**src/rtl/crc_pkt_sched.sv**
```systemverilog
// Packet scheduler ahead of the CRC stage: fixed-priority arbitration of handshake,
// token and data requesters, LSB-first serialization, then endb wait with timeout and gap.
module crc_pkt_sched #(
  parameter int unsigned GAP_CYCLES = 4,
  parameter int unsigned TIMEOUT    = 200
) (
  input  logic        clk,
  input  logic        rst_n,
  input  logic        tok_req,
  input  logic [7:0]  tok_pid,
  input  logic [6:0]  tok_addr,
  input  logic [3:0]  tok_endp,
  output logic        tok_gnt,
  input  logic        dat_req,
  input  logic [7:0]  dat_pid,
  input  logic [63:0] dat_payload,
  output logic        dat_gnt,
  input  logic        hs_req,
  input  logic [7:0]  hs_pid,
  output logic        hs_gnt,
  output logic [1:0]  pkt_out,
  output logic        s_out,
  output logic        endr,
  input  logic        endb_in,
  output logic        busy,
  output logic        timeout_err
);

  localparam int unsigned SR_W   = 72;
  localparam int unsigned LEN_W  = 7;
  localparam int unsigned GAP_W  = 4;
  localparam int unsigned TMO_W  = 8;
  localparam int unsigned CODE_W = 2;

  localparam logic [CODE_W-1:0] CODE_TOK = 2'b01;
  localparam logic [CODE_W-1:0] CODE_DAT = 2'b11;
  localparam logic [CODE_W-1:0] CODE_HS  = 2'b10;

  typedef enum logic [2:0] {
    IDLE,
    TYPE,
    SHIFT,
    ENDR,
    WAITB,
    GAP
  } state_t;

  state_t              state, state_d;
  logic [SR_W-1:0]     sreg, sreg_d;
  logic [LEN_W-1:0]    bit_cnt, bit_cnt_d;
  logic [GAP_W-1:0]    gap_cnt, gap_cnt_d;
  logic [TMO_W-1:0]    tmo_cnt, tmo_cnt_d;
  logic [TMO_W-1:0]    tmo_inc;
  logic [CODE_W-1:0]   ptype, ptype_d;
  logic                tok_gnt_d, dat_gnt_d, hs_gnt_d;
  logic [CODE_W-1:0]   pkt_out_d;
  logic                s_out_d, endr_d, busy_d, timeout_err_d;
  logic                wait_done;

  // State, datapath and registered outputs
  always_ff @(posedge clk or posedge rst_n) begin
    if (rst_n) begin
      state       <= IDLE;
      sreg        <= '0;
      bit_cnt     <= '0;
      gap_cnt     <= '0;
      tmo_cnt     <= '0;
      ptype       <= '0;
      tok_gnt     <= 1'b0;
      dat_gnt     <= 1'b0;
      hs_gnt      <= 1'b0;
      pkt_out     <= '0;
      s_out       <= 1'b0;
      endr        <= 1'b0;
      busy        <= 1'b0;
      timeout_err <= 1'b0;
    end else begin
      state       <= state_d;
      sreg        <= sreg_d;
      bit_cnt     <= bit_cnt_d;
      gap_cnt     <= gap_cnt_d;
      tmo_cnt     <= tmo_cnt_d;
      ptype       <= ptype_d;
      tok_gnt     <= tok_gnt_d;
      dat_gnt     <= dat_gnt_d;
      hs_gnt      <= hs_gnt_d;
      pkt_out     <= pkt_out_d;
      s_out       <= s_out_d;
      endr        <= endr_d;
      busy        <= busy_d;
      timeout_err <= timeout_err_d;
    end
  end

  // Next state, datapath updates and next-cycle output values
  always_comb begin
    state_d       = state;
    sreg_d        = sreg;
    bit_cnt_d     = bit_cnt;
    gap_cnt_d     = gap_cnt;
    tmo_cnt_d     = tmo_cnt;
    ptype_d       = ptype;
    tok_gnt_d     = 1'b0;
    dat_gnt_d     = 1'b0;
    hs_gnt_d      = 1'b0;
    pkt_out_d     = '0;
    s_out_d       = 1'b0;
    endr_d        = 1'b0;
    timeout_err_d = 1'b0;
    wait_done     = 1'b0;
    tmo_inc       = tmo_cnt + TMO_W'(1);

    case (state)
      IDLE: begin
        if (hs_req) begin
          hs_gnt_d  = 1'b1;
          sreg_d    = SR_W'(hs_pid);
          bit_cnt_d = LEN_W'(8);
          ptype_d   = CODE_HS;
          state_d   = TYPE;
        end else if (tok_req) begin
          tok_gnt_d = 1'b1;
          sreg_d    = SR_W'({tok_endp, tok_addr, tok_pid});
          bit_cnt_d = LEN_W'(19);
          ptype_d   = CODE_TOK;
          state_d   = TYPE;
        end else if (dat_req) begin
          dat_gnt_d = 1'b1;
          sreg_d    = {dat_payload, dat_pid};
          bit_cnt_d = LEN_W'(72);
          ptype_d   = CODE_DAT;
          state_d   = TYPE;
        end
      end
      TYPE: begin
        pkt_out_d = ptype;
        state_d   = SHIFT;
      end
      SHIFT: begin
        s_out_d   = sreg[0];
        sreg_d    = {1'b0, sreg[SR_W-1:1]};
        bit_cnt_d = bit_cnt - LEN_W'(1);
        if (bit_cnt == LEN_W'(1)) state_d = ENDR;
      end
      ENDR: begin
        endr_d    = 1'b1;
        tmo_cnt_d = '0;
        state_d   = WAITB;
      end
      WAITB: begin
        // endb on the cycle the count reaches the limit still counts as success
        if (endb_in) begin
          wait_done = 1'b1;
        end else begin
          if (tmo_cnt != '1) tmo_cnt_d = tmo_inc;
          if (tmo_inc == TMO_W'(TIMEOUT)) begin
            timeout_err_d = 1'b1;
            wait_done     = 1'b1;
          end
        end
        if (wait_done) begin
          gap_cnt_d = '0;
          state_d   = (GAP_CYCLES == 0) ? IDLE : GAP;
        end
      end
      GAP: begin
        if (gap_cnt == GAP_W'(GAP_CYCLES - 1)) state_d = IDLE;
        else gap_cnt_d = gap_cnt + GAP_W'(1);
      end
      default: state_d = IDLE;
    endcase

    busy_d = (state_d != IDLE);
  end

endmodule

```
**config.mk**
```make
export PLATFORM = sky130hd
export DESIGN_NAME = crc_pkt_sched
export DESIGN_NICKNAME = d
export VERILOG_FILES = /design/src/rtl/crc_pkt_sched.sv
export SDC_FILE = /design/constraint.sdc
export NUM_CORES = 1
export LEC_CHECK = 0
export CAP_MARGIN = 20
export CORE_AREA = 10 10 126 93
export CTS_CLUSTER_SIZE = 8
export DETAILED_ROUTE_END_ITERATION = 8
export DIE_AREA = 0 0 136 103
export PLACE_DENSITY = 0.82
export SYNTH_ARGS = -nofsm -noshare
export SYNTH_HDL_FRONTEND = slang
export SYNTH_SLANG_ARGS = --single-unit
```
**constraint.sdc**
```tcl
create_clock -name clk -period 6 [get_ports clk]
set_input_delay 0.6 -clock clk [delete_from_list [all_inputs] [get_ports clk]]
set_output_delay 0.6 -clock clk [all_outputs]
set_load 0.05 [all_outputs]
```
# Word level (Yosys, flattened, before mapping)
# Cells that the tools add are included.
# W data, S select, Z words.
dict set report classes {
  n_eq_ne 14
  reduce_logical 10
  muxes 41
  n_addsub 3
}
# cell n
set op_table {}
lappend op_table {{$mux W72} 3}
lappend op_table {{$pmux W72 S2} 1}
lappend op_table {{$mux W7} 3}
lappend op_table {{$mux W3} 6}
lappend op_table {{$pmux W3 S6} 1}
lappend op_table {{$mux W1} 16}
lappend op_table {{$mux W8} 2}
lappend op_table {{$pmux W8 S2} 1}
lappend op_table {{$pmux W7 S2} 1}
lappend op_table {{$add A8 B1 Y8 const B} 1}
lappend op_table {{$eq A8 B8 Y1 const B} 1}
lappend op_table {{$mux W2} 4}
lappend op_table {{$mux W4} 2}
lappend op_table {{$ne A2 B2 Y1 const B} 4}
lappend op_table {{$ne A8 B8 Y1 const B} 1}
lappend op_table {{$pmux W4 S2} 1}
lappend op_table {{$eq A7 B1 Y1 const B} 1}
lappend op_table {{$sub A7 B1 Y7 const B} 1}
lappend op_table {{$eq A3 B2 Y1 const B} 2}
lappend op_table {{$eq A3 B3 Y1 const B} 2}
lappend op_table {{$reduce_and A3 Y1} 2}
lappend op_table {{$reduce_bool A2 Y1} 3}
lappend op_table {{$reduce_bool A3 Y1} 2}
lappend op_table {{$add A4 B1 Y4 const B} 1}
lappend op_table {{other kinds (5)} 6}
dict set report totals {
  output_inout_bits 9
  in_bits 105
  word_cells 82
  ff_bits 105
}

# Logic depth before layout (Yosys ltp)
dict set report depth {
  word_depth 8
  depth_mapped 8
  mapped_depth_nobuf 7
}

# Worst setup path after synthesis
# OpenSTA, ideal clock, no wires.
dict set report synth_timing {
  path_kind {register to register}
  startpoint {register state[0]}
  endpoint {register tmo_cnt[6]}
  period_less_slack_ns 1.801
  arrival_time_ns 1.675
  path_slack_ns 4.199
  path_buffers 2
  stages_incl_launch_ff 8
  path_cell_list {dfrtp_1 > or3b_4 > a311o_1 > buf_2 > nor2b_1 > buf_6 > o21ai_1 > o31ai_1}
}
dict set report synth_between {
  elab_chain_len 3
  word_cells_on_any_way 7
  cone_classes {eq/ne: 4; mux: 1; reduce/logical: 2}
}
# item line_no
set synth_rtl {}
lappend synth_rtl {{from (decl)} 48} ;# state_t state, state_d;
lappend synth_rtl {{from (signal assigned)} 78} ;# state <= state_d;
lappend synth_rtl {{$eq A3 B3 Y1 or $eq A3 B2 Y1 (tied branches)} 113} ;# case (state)
lappend synth_rtl {{$ne A2 B2 Y1 (no source line) or $reduce_bool A2 Y1 (tied branches)} -}
lappend synth_rtl {{$reduce_and A3 Y1 (no source line)} -}
lappend synth_rtl {{to (signal assigned)} 82} ;# tmo_cnt <= tmo_cnt_d;
lappend synth_rtl {{to (decl)} 52} ;# logic [TMO_W-1:0] tmo_cnt, tmo_cnt_d;
# Parallel ways exist; a longest one is shown, timed or not.
# A chain may end at the register's enable or synchronous reset.

# Worst setup path after layout
dict set report layout_timing {
  startpoint {input port tok_req}
  endpoint {register sreg[70]}
}
dict set report layout_between {
  elab_chain_len 3
  word_cells_on_any_way 5
  cone_classes {eq/ne: 1; mux: 3; reduce/logical: 1}
}
# item line_no
set layout_rtl {}
lappend layout_rtl {{from (decl)} 9} ;# input logic tok_req,
lappend layout_rtl {{$mux W72} 121} ;# end else if (tok_req) begin
lappend layout_rtl {{$mux W72} 115} ;# if (hs_req) begin
lappend layout_rtl {{$pmux W72 S2} 113}
lappend layout_rtl {{to (signal assigned)} 79} ;# sreg <= sreg_d;
lappend layout_rtl {{to (decl)} 49} ;# logic [SR_W-1:0] sreg, sreg_d;
# Parallel ways exist; a longest one is shown, timed or not.

==> results.yml <==
routing:
  dr_total_vias: 4154
  drc: 0
  dr.pass1.iters: 8
  drt_iter0_markers: 580
  wire_per_inst_um: 17.23
  via_per_inst: 5.777
  ant_nets: 0
  routed_wl_mm: 12.39
pwr:
  powerDensity_nw_per_um2: 409.8
  ir_worst_vdd_mv: 0.2135
  p_leak_nw: 3.145
synthesis:
  synth_area_um2: 4930
  synth_top_area_share_pct: 53.30
  yosys_warnings: 0
  seq_area_frac_synth_pct: 53.30
  synth-seq-cells: 105
  yosysTopAreaCell: "dfrtp_1"
  synth.area.top_cells: "dfrtp_1, a222oi_1, inv_1, nand2_1, mux2i_1"
  synthCells: 492
  syn_avg_cell_area_um2: 10.02
  synth_nets: 601
  yosysUniqueCellTypes: 47
timing:
  fin_crit_sh_pct: 44.41
  fmax_mhz: 375.3
  setup_viol: 0
  fin_skew_ns: 0.005773
  rsz0062_at_grt: "false"
  worstMarginPinSlew_ns: 0.8558
  final_hold_viol_count: 0
  slew_viol_final: 0
  fin_setup_tns_ns: 0
  fin_ws_ns: 3.336
  period_needed_ns: 2.664
  relSlewSlack_pct: 42.95
floorplan:
  dieArea_um2: 14010
  start_util_pct: 52.32
  ios: 114
  die-height_um: 103
  die_w_um: 136
  core_um2: 9422
  row_count: 30
cells_and_area:
  syn_to_final_growth_pct: 30.63
  final_nets: 695
  diodes: 0
  drive_gt1_share_pct: 4.569
grt:
  grt_max_degree: 88
  overflow: 0
  grt_pass1_wl_mm: 20.02
  antenna_found_initial: 0
  track_usage_pct: 17.56
  grt_pass1_vias: 4034
critical_path:
  reg2reg_to: "gap_cnt[1]$_DFFE_PP0P_"
  rr_worst_depth: 5
  crit_start: "tok_req"
  rrSetupSlack_ns: 3.71
  critPathKind: "in -> reg"
  r2r-start: "state[2]$_DFF_PP0_"
  startpoint_type: "input pin"
  crit_arrival_ns: 2.88
  critPathCapture: "sreg[70]$_DFFE_PP0P_"
  cp_max_fo: 54
  endpoint_kind: "register"
  cp.required_ns: 6.21
clocking:
  postCtsHoldBufs: 0
  clk_latency_ns: 0.34
  cts-root-buf: "clkbuf_16"
  clkSinkCount: 105
  clk_pin_slew_ns: 0.06
  tritoncts: "done"
  numCtsBuffers: 9
  post_cts_buffers: 0
  h-tree-depth: 3
  cts_resized: 0
  cts_buffer_depth: 2
place:
  finalWeightedCongestion: 0.8498
  post-place-ws_ns: 2.326
  dpl.hpwl_mm: 8.430
  numPortBuffers: 113
worst_hold_path:
  min_path_type: "reg -> reg"
job:
  maxCapViolCount: 0
outcome:
  status: "finished, final reports clean"
## worst min-delay path by stage
stage,start,end,cells after the start
5_1_grt,sreg[13]$_DFFE_PP0P_,sreg[13]$_DFFE_PP0P_,2
2_1_floorplan,state[2]$_DFF_PP0_,endr$_DFF_PP0_,1
3_3_place_gp,sreg[17]$_DFFE_PP0P_,sreg[17]$_DFFE_PP0P_,2
4_1_cts,sreg[18]$_DFFE_PP0P_,sreg[18]$_DFFE_PP0P_,2
3_5_place_dp,sreg[18]$_DFFE_PP0P_,sreg[18]$_DFFE_PP0P_,2
6_report,sreg[10]$_DFFE_PP0P_,sreg[10]$_DFFE_PP0P_,2
## registers in the layout, summed over array words and instances (netlist names), 2 cells and up
name     flops
pkt_out      2
state        3
sreg        72
tmo_cnt      8
ptype        2
gap_cnt      4
bit_cnt      7
## synth_stat cells (all sizes together)
master / number
clkbuf: 18
ha: 4
mux2i: 19
o22a: 1
nor2b: 3
a211o: 3
nor3: 19
xor2: 4
a311o: 2
a21o: 1
a211oi: 2
a31oi: 10
dfrtp: 105
nor4b: 3
nor4bb: 2
and2: 2
o2111ai: 1
nand2: 52
xnor2: 1
nor2: 31
nand3b: 1
nand2b: 1
and4: 1
o21ai: 38
o41ai: 2
a21boi: 1
nand3: 5
a22o: 1
a222oi: 52
a21oi: 15
a22oi: 1
nor3b: 2
o31ai: 3
buf: 19
nand4b: 2
inv: 59
or3b: 2
or3: 1
nand4: 1
and3: 2
## per-layer routing
layer,wire [µm],track usage [%],up-vias
li1,-,-,1980
met1,5618,23.14,2008
met2,5872,28.43,153
met3,790,4.333,13
met4,104,4.653,0
met5,0,0,-
## where the power goes
group | total, W | switching, W | internal [W]
sequential | 0.00114 | 0.000183 | 0.000956
clock | 0.000576 | 0.000242 | 0.000334
combinational | 0.000924 | 0.000546 | 0.000378
## cell families (layout without fill, tap and decap cells)
| logic type | after synthesis | in the layout | synth area share [%] |
|---|---|---|---|
| adder cells (fa/ha/maj) | 4 | 4 | 1.015 |
| flip-flops | 105 | 105 | 53.30 |
| AO/OA/AOI/OAI | 133 | 133 | 20.25 |
| buffers and inverters | 96 | 195 | 7.868 |
| multiplexers | 19 | 19 | 3.858 |
| AND/OR/NAND/NOR | 130 | 130 | 12.82 |
| XOR/XNOR | 5 | 5 | 0.8883 |
## final cells by class
type	instances	area, µm²
clock buffer	13	250.2
clock inverter	3	40.04
fill	726	2982
inverter	59	224.0
multi-input combinational	291	1922
sequential	105	2628
tap	128	160.2
timing repair buffer	120	1216
## cells in the final DEF (no fill, tap or decap), drive strengths merged, types with 2 or more instances in the layout
master	synthesis	layout
clkdlybuf4s50	0	113
dfrtp	105	105
inv	59	59
nand2	52	52
a222oi	52	52
o21ai	38	38
nor2	31	31
mux2i	19	19
nor3	19	19
a21oi	15	15
clkbuf	18	13
a31oi	10	10
buf	19	7
nand3	5	5
xor2	4	4
ha	4	4
nor2b	3	3
o31ai	3	3
nor4b	3	3
a211o	3	3
and3	2	2
and2	2	2
a311o	2	2
nor3b	2	2
o41ai	2	2
nor4bb	2	2
a211oi	2	2
nand4b	2	2
clkinv	0	2
or3b	2	2
## worst max-delay path, cell delays in order
cell,delay [ns]
clkdlybuf4s50_1,0.45
buf_4,0.34
nor3_1,0.17
a211o_2,0.54
buf_12,0.26
a222oi_1,0.39
inv_1,0.09
## through the flow
step | util (%) | std cells | power, W | hold slack [ns] | area, µm²
2_1_floorplan | - | 492 | 0.001785 | 0.4362 | 4930
3_3_place_gp | 64.77 | 701 | 0.001990 | 0.4625 | 6102
3_5_place_dp | 64.77 | 701 | 0.002040 | 0.4741 | 6102
4_1_cts | 67.85 | 717 | 0.002625 | 0.4898 | 6392
5_1_grt | 68.35 | 719 | 0.002817 | 0.5157 | 6440
6_report | 68.35 | 719 | 0.002639 | 0.4941 | 6440
(Power assumes the default switching activity.)
